File: config.mk
export PLATFORM = sky130hd
export DESIGN_NAME = wb_trace_tx
export DESIGN_NICKNAME = d
export VERILOG_FILES = /design/src/rtl/wb_trace_tx.sv
export SDC_FILE = /design/constraint.sdc
export NUM_CORES = 1
export LEC_CHECK = 0
export CORE_MARGIN = 5
export CORE_UTILIZATION = 55
export CTS_CLUSTER_SIZE = 30
export DETAILED_ROUTE_END_ITERATION = 8
export GPL_TIMING_DRIVEN = 0
export PLACE_DENSITY_LB_ADDON = 0.1
export SYNTH_ARGS = -nofsm -noshare
export SYNTH_HDL_FRONTEND = slang
export SYNTH_SLANG_ARGS = --single-unit
File: constraint.sdc
create_clock -name clk -period 6.63 [get_ports clk]
set_input_delay 0.663 -clock clk [delete_from_list [all_inputs] [get_ports clk]]
set_output_delay 0.663 -clock clk [all_outputs]
set_load 0.1 [all_outputs]
File: src/rtl/wb_trace_tx.sv
`default_nettype none
// ============================================================================
// Module   : wb_trace_tx
// Purpose  : Timestamps writeback register-write events, queues them in a
//            FIFO and streams each one out as an 8-byte valid/ready frame.
// Revision : 1.0 - initial release
// ============================================================================
module wb_trace_tx #(
  parameter int DEPTH   = 8,
  parameter int RD_W    = 5,
  parameter bit SKIP_R0 = 1'b1
) (
  input  logic            clk,
  input  logic            reset,
  input  logic            trace_en,
  input  logic            RegWriteW,
  input  logic [RD_W-1:0] RdW,
  input  logic [31:0]     ResultW,
  output logic [7:0]      tx_data,
  output logic            tx_valid,
  input  logic            tx_ready,
  output logic            overflow,
  output logic            busy
);

  localparam int AW    = $clog2(DEPTH);
  localparam int REC_W = 1 + 16 + RD_W + 32;
  localparam logic [AW:0] FULL_CNT = (AW+1)'(DEPTH);

  typedef enum logic [0:0] {
    IDLE = 1'b0,
    SEND = 1'b1
  } state_t;

  state_t            state, state_nx;
  logic [2:0]        idx, idx_nx;
  logic [15:0]       cyc;
  logic [REC_W-1:0]  mem [DEPTH];
  logic [AW-1:0]     wr_ptr, rd_ptr;
  logic [AW:0]       count, count_nx;
  logic              pend_lost;
  logic [REC_W-1:0]  frame;
  logic              capture, full, empty, pop, push;

  // Record layout: {lost, cyc, rd, result}
  logic              f_lost;
  logic [15:0]       f_cyc;
  logic [RD_W-1:0]   f_rd;
  logic [31:0]       f_res;
  logic [7:0]        rd_byte;

  assign f_lost = frame[REC_W-1];
  assign f_cyc  = frame[REC_W-2 -: 16];
  assign f_rd   = frame[32 +: RD_W];
  assign f_res  = frame[31:0];

  assign empty   = (count == '0);
  assign full    = (count == FULL_CNT);
  assign capture = trace_en & RegWriteW & ~(SKIP_R0 && (RdW == '0));
  // A pop on the same edge frees a slot, so a full FIFO can still accept.
  assign push    = capture & (~full | pop);
  assign count_nx = count + {{AW{1'b0}}, push} - {{AW{1'b0}}, pop};

  always_comb begin
    state_nx = state;
    idx_nx   = idx;
    pop      = 1'b0;
    case (state)
      IDLE: begin
        if (!empty) begin
          pop      = 1'b1;
          idx_nx   = 3'd0;
          state_nx = SEND;
        end
      end
      SEND: begin
        if (tx_ready) begin
          if (idx == 3'd7) begin
            idx_nx = 3'd0;
            if (!empty) pop = 1'b1;
            else        state_nx = IDLE;
          end else begin
            idx_nx = idx + 3'd1;
          end
        end
      end
      default: state_nx = IDLE;
    endcase
  end

  always_ff @(posedge clk) begin
    if (reset) begin
      state     <= IDLE;
      idx       <= 3'd0;
      cyc       <= 16'd0;
      wr_ptr    <= '0;
      rd_ptr    <= '0;
      count     <= '0;
      pend_lost <= 1'b0;
      overflow  <= 1'b0;
      busy      <= 1'b0;
      frame     <= '0;
    end else begin
      state <= state_nx;
      idx   <= idx_nx;
      cyc   <= cyc + 16'd1;
      count <= count_nx;
      if (push) wr_ptr <= wr_ptr + AW'(1);
      if (pop) begin
        frame  <= mem[rd_ptr];
        rd_ptr <= rd_ptr + AW'(1);
      end
      if (capture && !push) begin
        overflow  <= 1'b1;
        pend_lost <= 1'b1;
      end else if (push) begin
        pend_lost <= 1'b0;
      end
      busy <= (count_nx != '0) || (state_nx == SEND);
    end
  end

  always_ff @(posedge clk) begin
    if (push) mem[wr_ptr] <= {pend_lost, cyc, RdW, ResultW};
  end

  always_comb begin
    rd_byte    = 8'(f_rd);
    rd_byte[7] = f_lost;
  end

  assign tx_valid = (state == SEND);

  always_comb begin
    tx_data = 8'h00;
    if (state == SEND) begin
      case (idx)
        3'd0:    tx_data = 8'hA5;
        3'd1:    tx_data = f_cyc[15:8];
        3'd2:    tx_data = f_cyc[7:0];
        3'd3:    tx_data = rd_byte;
        3'd4:    tx_data = f_res[31:24];
        3'd5:    tx_data = f_res[23:16];
        3'd6:    tx_data = f_res[15:8];
        default: tx_data = f_res[7:0];
      endcase
    end
  end

endmodule
`default_nettype wire

======== Word level (Yosys, flattened, before mapping) ========
Memory sizes are Yosys's and may differ from the RTL's. A register that Yosys moved wholly into a read port is not among the register bits.
Cells that the tools add are included.
Widths: inputs -> output; s select.
storage, ports and cells
  register bits ........................... 33
  bits in writable memories ............... 432
  bits of input ports ..................... 42
  output and inout bits ................... 11
  word-level logic and storage cells ...... 59
  memories kept ........................... 1
cells by class
  $add $sub $neg .......................... 6
  equal/unequal tests ..................... 10
  muxes and demuxes ....................... 17
  bitwise logic cells ..................... 7
  reductions and logical operators ........ 9
memories
  name  depth  bits a word  rd ports  clocked after Yosys merged registers in  wr ports  line  text
  mem   8      54           1         1                                        1         38    logic [REC_W-1:0] mem [DEPTH];
operators by type and width
  operator               count
  $pmux 8 s7             1
  $add 16x1->16 const B  1
  $eq 3x3->1 const B     4
  $add 3x1->3 const B    3
  $mux 1                 9
  $mux 3                 3
  $mux 8                 1
  $eq 3x2->1 const B     2
  $pmux 3 s2             1
  $logic_not 5->1        1
  $add 4x1->4            1
  $eq 4x4->1 const B     1
  $logic_not 4->1        1
  $ne 2x2->1 const B     2
  $pmux 1 s2             2
  $reduce_bool 4->1      1
  $sub 4x1->4            1
  $and 1x1->1            3
  $eq 3x1->1 const B     1
  $logic_not 3->1        1
  $not 1->1              3
  $reduce_and 2->1       1
  $reduce_bool 2->1      1
  $logic_and 1x1->1      1
  3 further kinds        3

======== Logic depth before layout (Yosys ltp) ========
Gate-level depths: netlist of run 1.
  word-level depth ........................ 11
  gate-level depth with buffers ........... 14
  depth with buffers taken out ............ 13

======== Worst setup path before layout of run 1 ========
No wires, ideal clock.
  path type ............................... reg2reg
  from .................................... register state (netlist: tx_valid)
  to ...................................... memory mem[0][0] (netlist bit) (enable)
  library setup time ...................... 0.599 ns
  arrival time ............................ 6.565 ns
  required time ........................... 6.031 ns
  setup slack ............................. -0.535 ns
  stages on the path, launching flop included .. 5
  buffers on the path ..................... 0
  period minus slack after synthesis ...... 7.165 ns
  cells stage by stage .................... dfxtp_1 > a21boi_0 > o211ai_1 > nand2_1 > nor4_1
on the way
  cells in the longest elaborated chain, start to end .. 6
ends and longest elaborated chain
  element                           line  text
  start: declaration                35    state_t state, state_nx;
  start signal: assignment          104   state <= state_nx;
  $not 1->1                         --
  $pmux 1 s2 (*)                    68    case (state)
  $or 1x1->1 (*)                    61    assign push = capture & (~full | pop);
  $and 1x1->1 (*)                   61
  $mux 1 (*)                        124   if (push) mem[wr_ptr] <= {pend_lost, cyc, RdW, ResultW};
  $mux 1 (implied by the code) (*)  124
  end: declaration                  38
Every way passes the cells marked *; elsewhere a longest branch is shown, timed or not.

======== Worst setup path after layout of run 1 ========
  from .................................... register idx[2]
  to ...................................... output port tx_data[0]
on the way
  cells in the longest elaborated chain, start to end .. 3
  elaborated cells on any way between the ends .. 9
  those cells by class .................... eq/ne: 6; mux: 2; reduce/logical: 1
ends and longest elaborated chain
  element                                   line  text
  start: declaration                        36    logic [2:0] idx, idx_nx;
  start signal: assignment                  105   idx <= idx_nx;
  $eq 3x3->1, or another cell as far along  137   case (idx)
  $pmux 8 s7 (*)                            137
  $mux 8 (*)                                136   if (state == SEND) begin
  end: declaration                          19    output logic [7:0] tx_data,
Marks and branches as above.

==> metrics, run 1 <==
Seq cells post-synth 519; CP Launch Type register; Power Total 8728 µW; H-tree levels 2; Synth top area share 65.21%; detailed-router iteration count before antenna repair 5; CTS tree built; Pwr per Cell Area 376.0 nW/µm²; fin. max-slew vios 0; Worst Hold Class reg -> reg; Yosys cell types 56; min cycle time layout 5034 ps; Core Box Area 35660 µm²; first-pass GRT wire length 69790 µm; Yosys top cell by area edfxtp_1; Root Buffer clkbuf_16; HPWL after DPL 29840 µm; number of global-route vias before repair 11230; commonest cells in the netlist 432 x edfxtp_1, 109 x mux2i_1, 87 x dfxtp_1, 85 x nor2_1, 63 x nor3_1; peak supply drop 0.0002118 V; critical path arrival 4370 ps; Slew @ Worst Pin 1023 ps; R2R cell count 12; yosys warns 0; setup violators final 0; worst-skew pair later-pin latency 590 ps; area of the multi-input gates 4873 µm²; synth-to-layout area growth 16.69%; Via Count 11090; syn_nets 1226; Post-synth EDFFs 432; hold slack 497.8 ps; Die Y 200.2 µm; Fin. Hold Viols 0; clock-pin slew on the worst setup and hold paths 60 ps; fraction of layout cells with a size suffix above 1 15.62%; starting density of the core 55.80%; Tcrit/Tclk final 75.92%; hold worst-path end frame[25]; mapped cell area 19890 µm²; reg-to-reg slack, setup 2990 ps; placed cell areas 21580 µm²; Final Skew 24.72 ps; FF/Latch Area 14710 µm²; register area share after synthesis 73.96%; leak pwr 0.007344 µW; Crit Reg-Reg Startpoint idx[0]; status completed; Post-Synthesis Cells 1169; Critical Path Fanout Max 10; drt wl/cell 24.86 µm; IO Count 53; most common cell in the netlist edfxtp_1; DIE WIDTH 200.2 µm; Setup Buffers After CTS 0; post-CTS resize count 0; nets 1370; FMAX 198.7 MHz; largest cells by area after synthesis edfxtp_1 65%, dfxtp_1 8.8%, mux4_2 6.1%; Worst Hold Launch frame[25]; Design Area, Final 23210 µm²; Remaining Overflow, GRT 0; Req. time, crit path 5970 ps; cts hold-fix bufs 0; top_reg_cell synth edfxtp_1; Clock Sink Count 519; routability cong. 0.8778; Max-slew headroom 31.45%; CTS Buffer Depth 3; final wirelength 45200 µm; Setup TNS 0 ps; n_diodes 0; WHS Path Cells 2; pin count of the biggest net entering global routing 22; RSZ-0062 raised after global routing false; DRC violations left 0; ANT nets after route 0; Crit. End Element output pin; CP Class reg -> out; MaxCap Viol Count 0; FFs w/ async S/R, synth 0%; Via density 6.099; Tot GR Track Use 22.70%; Inserted Clock Buffers 52; reg2reg end busy; Initial DRC Count 1005; Avg Inst Size Synth 17.02 µm²; die footprint 40070 µm²; fillcell total 2502; # port buffers 51; initial antenna violation count 0; FP Rows 69
logic make-up (layout without fill, tap and decap cells):
group	Yosys count	count (layout)	share of synthesized area [%]
AO/OA/AOI/OAI	172	172	5.969
XOR/XNOR	12	12	0.5283
adder cells (fa/ha/maj)	15	15	0.9811
buffers and inverters	85	273	1.830
flip-flops	519	519	73.96
multiplexers	170	170	11.99
AND/OR/NAND/NOR	196	196	4.736
layer usage:
metal | part of all wire [%] | vias to the layer above | track usage, %
li1 | - | 4957 | -
met1 | 45 | 5744 | 33.85
met2 | 48 | 331 | 36.02
met3 | 5.7 | 56 | 3.202
met4 | 1.8 | 0 | 5.754
met5 | 0 | - | 0
placed cells by master, fill, tap and decap left out, types with 6 or more instances in the layout:
cell             count
edfxtp_1           432
mux2i_1            109
dfxtp_1             87
nor2_1              82
clkbuf_1            59
nor3_1              59
mux4_2              54
o22ai_1             54
a211oi_1            54
clkbuf_16           53
clkdlybuf4s50_1     51
buf_6               26
a21oi_1             19
buf_2               18
inv_1               14
ha_1                14
nand2_1             13
o21ai_0             11
clkinv_2            10
clkinv_1             9
mux2_2               7
nand3_1              7
xnor2_1              7
nand2b_1             6
buf_4                6
clkbuf_8             6
buf_8                6
area by class of cell:
type                            count  share of cell area, %
Buffer                             71                  1.342
Clock buffer                       75                  6.327
Clock inverter                     23                 0.6953
Inverter                           14                 0.2264
Multi-Input combinational cell    565                  20.99
Sequential cell                   519                  63.38
Tap cell                          461                  2.485
Timing Repair Buffer               90                  4.549
sequential cells by signal, summed over array words and instances, names as in the netlist:
name and flops:
busy 1, idx 3, rd_ptr 3, cyc 16
count 4, overflow 1, tx_valid 1, wr_ptr 3
frame 54, pend_lost 1, mem 432
critical path, stage by stage, from the launching register on:
cell             delay (ps)
dfxtp_1                 340
clkbuf_1                380
inv_1                   180
ha_1                    340
nor4_2                  640
a222oi_1                180
a21boi_0                490
clkdlybuf4s50_1        1240
stage by stage:
| step | cells | utilization (%) | worst slack (ps) |
|---|---|---|---|
| 2_1_floorplan | 1169 | - | 891.8 |
| 3_3_place_gp | 1681 | 58.86 | -3983 |
| 3_5_place_dp | 1720 | 60.54 | 2305 |
| 4_1_cts | 1818 | 65.11 | 1695 |
| 5_1_grt | 1818 | 65.11 | 1487 |
| 6_report | 1818 | 65.11 | 1596 |
worst max-delay path by stage:
stage	startpoint	endpoint	slack [ps]	cells after the start
finish	idx[2]	tx_data[0]	1600	7
global placement	RdW[3]	mem[6][31]	-3980	6
floorplan	tx_valid	mem[4][0]	890	4
detailed placement	idx[2]	tx_data[0]	2300	7
CTS	idx[2]	tx_data[0]	1690	7
global route	idx[2]	tx_data[0]	1490	7
report_power, final:
group          leakage [µW]  internal (µW)  switching [µW]  total (µW)
clock              0.000806           1610            1180        2790
sequential          0.00465           3770             172        3940
combinational       0.00189            713            1280        2000
Note: power is estimated with default switching activity, not from simulation.
==> run 2: changes to the inputs <==
--- a/config.mk
+++ b/config.mk
@@ -6,7 +6,7 @@
 export NUM_CORES = 1
 export LEC_CHECK = 0
 export CORE_MARGIN = 5
-export CORE_UTILIZATION = 55
+export CORE_UTILIZATION = 60
 export CTS_CLUSTER_SIZE = 30
 export DETAILED_ROUTE_END_ITERATION = 8
 export GPL_TIMING_DRIVEN = 0
==> constraint.sdc (replaced) <==
create_clock -name clk -period 5.1 [get_ports clk]
set_input_delay 0.51 -clock clk [delete_from_list [all_inputs] [get_ports clk]]
set_output_delay 0.51 -clock clk [all_outputs]
set_load 0.1 [all_outputs]
==> run 2 against run 1 <==
Final area up 0.62%. Global-route usage rose by 2.6 points. Setup slack got worse by 1300 ps. Worst hold slack worse by 7.4 ps. Clock skew down 5.1 ps. Critical endpoint unchanged.
==> metrics, run 2 (synthesized netlist as in run 1, its figures left out) <==
Internal 8069 µW (+32%); reg2reg end busy; CTS tree built; Fin. Hold Viols 0 (unchanged); critical path arrival 4280 ps (-90 ps); peak supply drop 0.0003633 V (+72%); Req. time, crit path 4590 ps (-1380 ps); Crit Reg-Reg Startpoint idx[0]; fin cells 1795 (-1.3%); detailed-router iteration count before antenna repair 5 (unchanged); Gate power share 22.6% (-0.3 points); Final WS setup 314.6 ps (-1282 ps); Seq pwr share 44.3% (-0.8 points); setup violators final 0 (unchanged); Final Skew 19.59 ps (-5.132 ps); Worst Hold Launch frame[24]; CP Class reg -> out; Pwr per Cell Area 494.5 nW/µm² (+32%); worst-skew pair later-pin latency 580 ps (about the same); leak pwr 0.007417 µW (+1.0%); commonest non-fill, non-tap cell in the layout edfxtp_1; Core Box Area 32620 µm² (-8.5%); largest registers mem x432, frame x54, cyc x16; Die Y 192.1 µm (-4.0%); Initial DRC Count 1126 (+12%); Via density 6.208 (+1.8%); pin count of the biggest net entering global routing 22 (unchanged); Psw 3482 µW (+32%); ANT nets after route 0 (unchanged); DRC violations left 0 (unchanged); n_diodes 0 (unchanged); Remaining Overflow, GRT 0 (unchanged); Worst Hold Class reg -> reg; Crit. End Element output pin; Slew @ Worst Pin 982.7 ps (-39.96 ps); Power Total 11550 µW (+32%); fraction of layout cells with a size suffix above 1 16.48% (+0.86 points); initial antenna violation count 1 (+1); RSZ-0062 raised after global routing false; cts hold-fix bufs 0 (unchanged); placed cell areas 21610 µm² (+0.11%); Clock Sink Count 519 (unchanged); Critical Path Fanout Max 10 (unchanged); die footprint 36900 µm² (-7.9%); max FFs per register 432 (unchanged); Sw Share 30.14% (-0.055 points); FP Rows 66 (-4.3%); clock-pin slew on the worst setup and hold paths 60 ps (about the same); Tot GR Track Use 25.32% (+2.6 points); starting density of the core 60.99% (+5.2 points); Root Buffer clkbuf_16; first-pass GRT wire length 69280 µm (-0.72%); number of global-route vias before repair 11340 (+0.97%); placed insts 1699 (-1.2%); synth-to-layout area growth 17.42%; Inserted Clock Buffers 51 (-1.9%); Tcrit/Tclk final 93.83%; FMAX 209.0 MHz; Max-slew headroom 34.28% (+2.8 points); status completed; H-tree levels 2 (unchanged); R2R cell count 12 (unchanged); # port buffers 51 (unchanged); MaxCap Viol Count 0 (unchanged); largest register by flop count mem; drt wl/cell 25.38 µm (+2.1%); commonest cells after routing, fill and taps aside 432 x edfxtp_1, 109 x mux2i_1, 87 x dfxtp_1; Setup Buffers After CTS 0 (unchanged); WHS Path Cells 2 (unchanged); IO Count 53 (unchanged); clock share of power 33.0% (+1.0 points); fin. max-slew vios 0 (unchanged); DIE WIDTH 192.1 µm (-4.0%); HPWL after DPL 29640 µm (-0.65%); setup slack at placement 1014 ps (-1291 ps); CP Launch Type register; min cycle time layout 4785 ps; routability cong. 0.8939 (+1.8%); reg-to-reg slack, setup 1310 ps (-1680 ps); final wirelength 45570 µm (+0.81%); Design Area, Final 23360 µm² (+0.62%); Via Count 11140 (+0.50%); post-CTS resize count 0 (unchanged); CTS Buffer Depth 3 (unchanged); nets 1367 (-0.22%); hold worst-path end frame[24]
## run 2: cell types whose count changed in the layout (fill, tap and decap cells not counted), moves of 2 or more
cell and change:
buf_16 +4, buf_6 -7, buf_8 +2, clkbuf_1 -9, clkbuf_16 +3, clkbuf_8 +4
clkinv_1 -6, clkinv_2 +2, inv_4 +2
## run 2: worst max path at each step
| stage | start | end | slack, ps | cells past startpoint |
|---|---|---|---|---|
| floorplan | tx_valid | mem[4][0] | -640 | 4 |
| global placement | RdW[1] | mem[4][23] | -5210 | 6 |
| detailed placement | idx[2] | tx_data[0] | 1010 | 7 |
| CTS | idx[2] | tx_data[0] | 440 | 7 |
| global route | idx[2] | tx_data[0] | 250 | 7 |
| finish | idx[2] | tx_data[0] | 310 | 7 |
## run 2: through the flow
step	util (%)	hold slack (ps)	TNS (ps)
global route	71.61	512.5	0
finish	71.61	490.5	0
detailed placement	66.24	477.0	0
global placement	64.28	477.1	-1460210
CTS	71.61	489.2	0
floorplan	-	463.5	-103390
## run 2: power groups by stage
stage / sequential (µW) / clock, µW / combinational [µW]
after floorplan: 5130 / 0 / 1710
after global placement: 5200 / 0 / 2530
after detailed placement: 5190 / 0 / 2600
after CTS: 5110 / 3860 / 2620
after global routing: 5140 / 4050 / 2830
final: 5120 / 3820 / 2610
## run 2: cell type report
type | instances | area (µm²)
Fill cell | 2019 | 9260
Clock buffer | 73 | 1565
Sequential cell | 519 | 14710
Timing Repair Buffer | 88 | 1097
Inverter | 14 | 52.55
Multi-Input combinational cell | 565 | 4880
Tap cell | 442 | 553.0
Clock inverter | 23 | 185.2
Buffer | 71 | 311.5
## run 2: worst max-delay path, cell delays in order, from the launching register on
cell and delay [ps]:
dfxtp_1 340, clkbuf_1 370, inv_1 170, ha_1 340, nor4_2 610, a222oi_1 180
a21boi_0 460, clkdlybuf4s50_1 1230
## run 2: layer usage
metal / up-vias / wire length, µm / GRT usage [%]
li1: 4941 / - / -
met2: 439 / 21870 / 40.70
met5: - / 19 / 0
met3: 98 / 3306 / 4.635
met1: 5663 / 18960 / 35.71
met4: 2 / 1404 / 8.310
==> run 3: changes to the inputs <==
==> constraint.sdc (replaced) <==
create_clock -name clk -period 5.8 [get_ports clk]
set_input_delay 0.58 -clock clk [delete_from_list [all_inputs] [get_ports clk]]
set_output_delay 0.58 -clock clk [all_outputs]
set_load 0.1 [all_outputs]
==> run 3 against run 2 <==
Combinational power down 12%. Wire length down 0.75%. Register-to-register slack better by 900 ps. Total power down 15%. Non-clock buffer count up 2. Global-route usage down 0.23 points. Largest cell class unchanged. Largest power group unchanged.
==> metrics, run 3 (synthesized netlist as in run 1, its figures left out) <==
ANT nets after route 0 (unchanged); min cycle time layout 4820 ps; worst-skew pair later-pin latency 550 ps (-30 ps); reg-to-reg slack, setup 2210 ps (+900 ps); Power Total 9848 µW (-15%); fraction of layout cells with a size suffix above 1 15.63% (-0.85 points); Slew @ Worst Pin 996.5 ps (+13.85 ps); setup violators final 0 (unchanged); Worst Hold Class reg -> reg; pin count of the biggest net entering global routing 23 (+4.5%); routability cong. 0.9210 (+3.0%); Critical Path Fanout Max 10 (unchanged); H-tree levels 2 (unchanged); crit-path cells clkbuf_1 > inv_1 > ha_1 > nor4_2 > a21oi_1 > a21boi_0 > clkdlybuf4s50_1; Inserted Clock Buffers 49 (-3.9%); cts hold-fix bufs 0 (unchanged); Crit. End Element output pin; n_diodes 0 (unchanged); Via Count 11150 (+0.045%); die footprint 36900 µm² (unchanged); Tcrit/Tclk final 83.09%; HPWL after DPL 29660 µm (about the same); drt wl/cell 25.23 µm (-0.59%); largest register by flop count mem; fin. max-slew vios 0 (unchanged); largest registers mem x432, frame x54, cyc x16; fillcell total 2069 (+2.5%); worst-path cell with the longest stage delay clkdlybuf4s50_1; DIE WIDTH 192.1 µm (unchanged); clock-pin slew on the worst setup and hold paths 60 ps (about the same); R2R cell count 12 (unchanged); first-pass GRT wire length 68610 µm (-0.97%); # port buffers 51 (unchanged); peak supply drop 0.0002821 V (-22%); reg2reg end busy; synth-to-layout area growth 15.98%; Fin. Hold Viols 0 (unchanged); commonest non-fill, non-tap cell in the layout edfxtp_1; Final Skew 9.696 ps (-9.890 ps); Die Y 192.1 µm (unchanged); MaxCap Viol Count 0 (unchanged); Crit Reg-Reg Startpoint idx[0]; CP Launch Type register; status completed; Root Buffer clkbuf_16; initial antenna violation count 0 (-1); max FFs per register 432 (unchanged); final core occ 70.74% (-0.87 points); Req. time, crit path 5220 ps (+630 ps); Design Area, Final 23070 µm² (-1.2%); detailed-router iteration count before antenna repair 5 (unchanged); nets 1367 (unchanged); Clock Sink Count 519 (unchanged); Tot GR Track Use 25.09% (-0.23 points); Initial DRC Count 1162 (+3.2%); Worst Hold Launch frame[24]; critical path arrival 4240 ps (-40 ps); number of global-route vias before repair 11250 (-0.85%); Core Box Area 32620 µm² (unchanged); post-CTS resize count 0 (unchanged); CTS tree built; FMAX 207.5 MHz; placed cell areas 21530 µm² (-0.36%); Remaining Overflow, GRT 0 (unchanged); hold worst-path end frame[24]; commonest cells after routing, fill and taps aside 432 x edfxtp_1, 109 x mux2i_1, 87 x dfxtp_1; Via density 6.221 (+0.21%); Pwr per Cell Area 426.8 nW/µm² (-14%); final wirelength 45220 µm (-0.75%); CTS Buffer Depth 3 (unchanged); DRC violations left 0 (unchanged); starting density of the core 60.99% (unchanged); WHS Path Cells 2 (unchanged); Max-slew headroom 33.36% (-0.93 points); Top delay family on crit path buffers and inverters; RSZ-0062 raised after global routing false; FP Rows 66 (unchanged); IO Count 53 (unchanged); CP peak stage delay 1240 ps (about the same); CP bufs+invs 3 (unchanged); CP Class reg -> out; leak pwr 0.007277 µW (-1.9%); Setup Buffers After CTS 0 (unchanged)
-- run 3: cell types whose count changed in the layout (fill, tap and decap cells not counted), moves of 3 or more --
| cell | delta |
|---|---|
| buf_16 | -6 |
| buf_6 | +6 |
| clkbuf_1 | +7 |
| clkbuf_16 | -7 |
| clkbuf_8 | -6 |
| clkinv_2 | -5 |
| clkinvlp_4 | +3 |
-- run 3: report_power, final --
group          total, µW  switching (µW)  internal [µW]
Sequential          4500             201           4300
Combinational       2290            1470            816
Clock               3060            1300           1760
-- run 3: area by class of cell --
cell class                 count  area (µm²)  share of cell area (%)
clock inverter                22       200.2                  0.8676
tap                          442       553.0                   2.397
inverter                      14       52.55                  0.2278
sequential                   519       14710                   63.77
buffer                        71       311.5                   1.350
clock buffer                  69        1344                   5.824
timing repair buffer          90        1025                   4.441
multi-input combinational    565        4873                   21.12
-- run 3: worst reg2reg max path, delay by kind of cell (launching register included) --
kind                       cells  cell delay [ps]
DFF                            1              410
buffers and inverters          3              840
AOI/OAI and AO/OA              4              930
adders and majority gates      4             1090
and+or+nand+nor                1              220
-- run 3: layer usage --
layer | GRT usage, % | routed length (µm) | vias to the layer above
met2 | 40.46 | 21750 | 445
met1 | 36.09 | 18850 | 5684
li1 | - | - | 4935
met5 | 0 | 0 | -
met3 | 3.599 | 3240 | 84
met4 | 8.009 | 1377 | 0
-- run 3: worst max path at each step --
stage	start	to	slack, ps	cells after the start
2_1_floorplan	tx_valid	mem[4][0]	60	4
3_3_place_gp	RdW[1]	mem[6][31]	-4580	6
3_5_place_dp	idx[2]	tx_data[3]	1660	7
4_1_cts	idx[2]	tx_data[3]	1100	7
5_1_grt	idx[2]	tx_data[3]	820	7
6_report	idx[2]	tx_data[3]	980	7
-- run 3: per-stage QoR --
step / hold WS (ps) / setup WS (ps) / TNS, ps / cells
after floorplan: 463.5 / 61.77 / 0 / 1169
after global placement: 481.9 / -4579 / -1358830 / 1662
after detailed placement: 485.6 / 1662 / 0 / 1701
after CTS: 497.8 / 1102 / 0 / 1792
after global routing: 517.7 / 824.8 / 0 / 1792
final: 499.7 / 980.5 / 0 / 1792
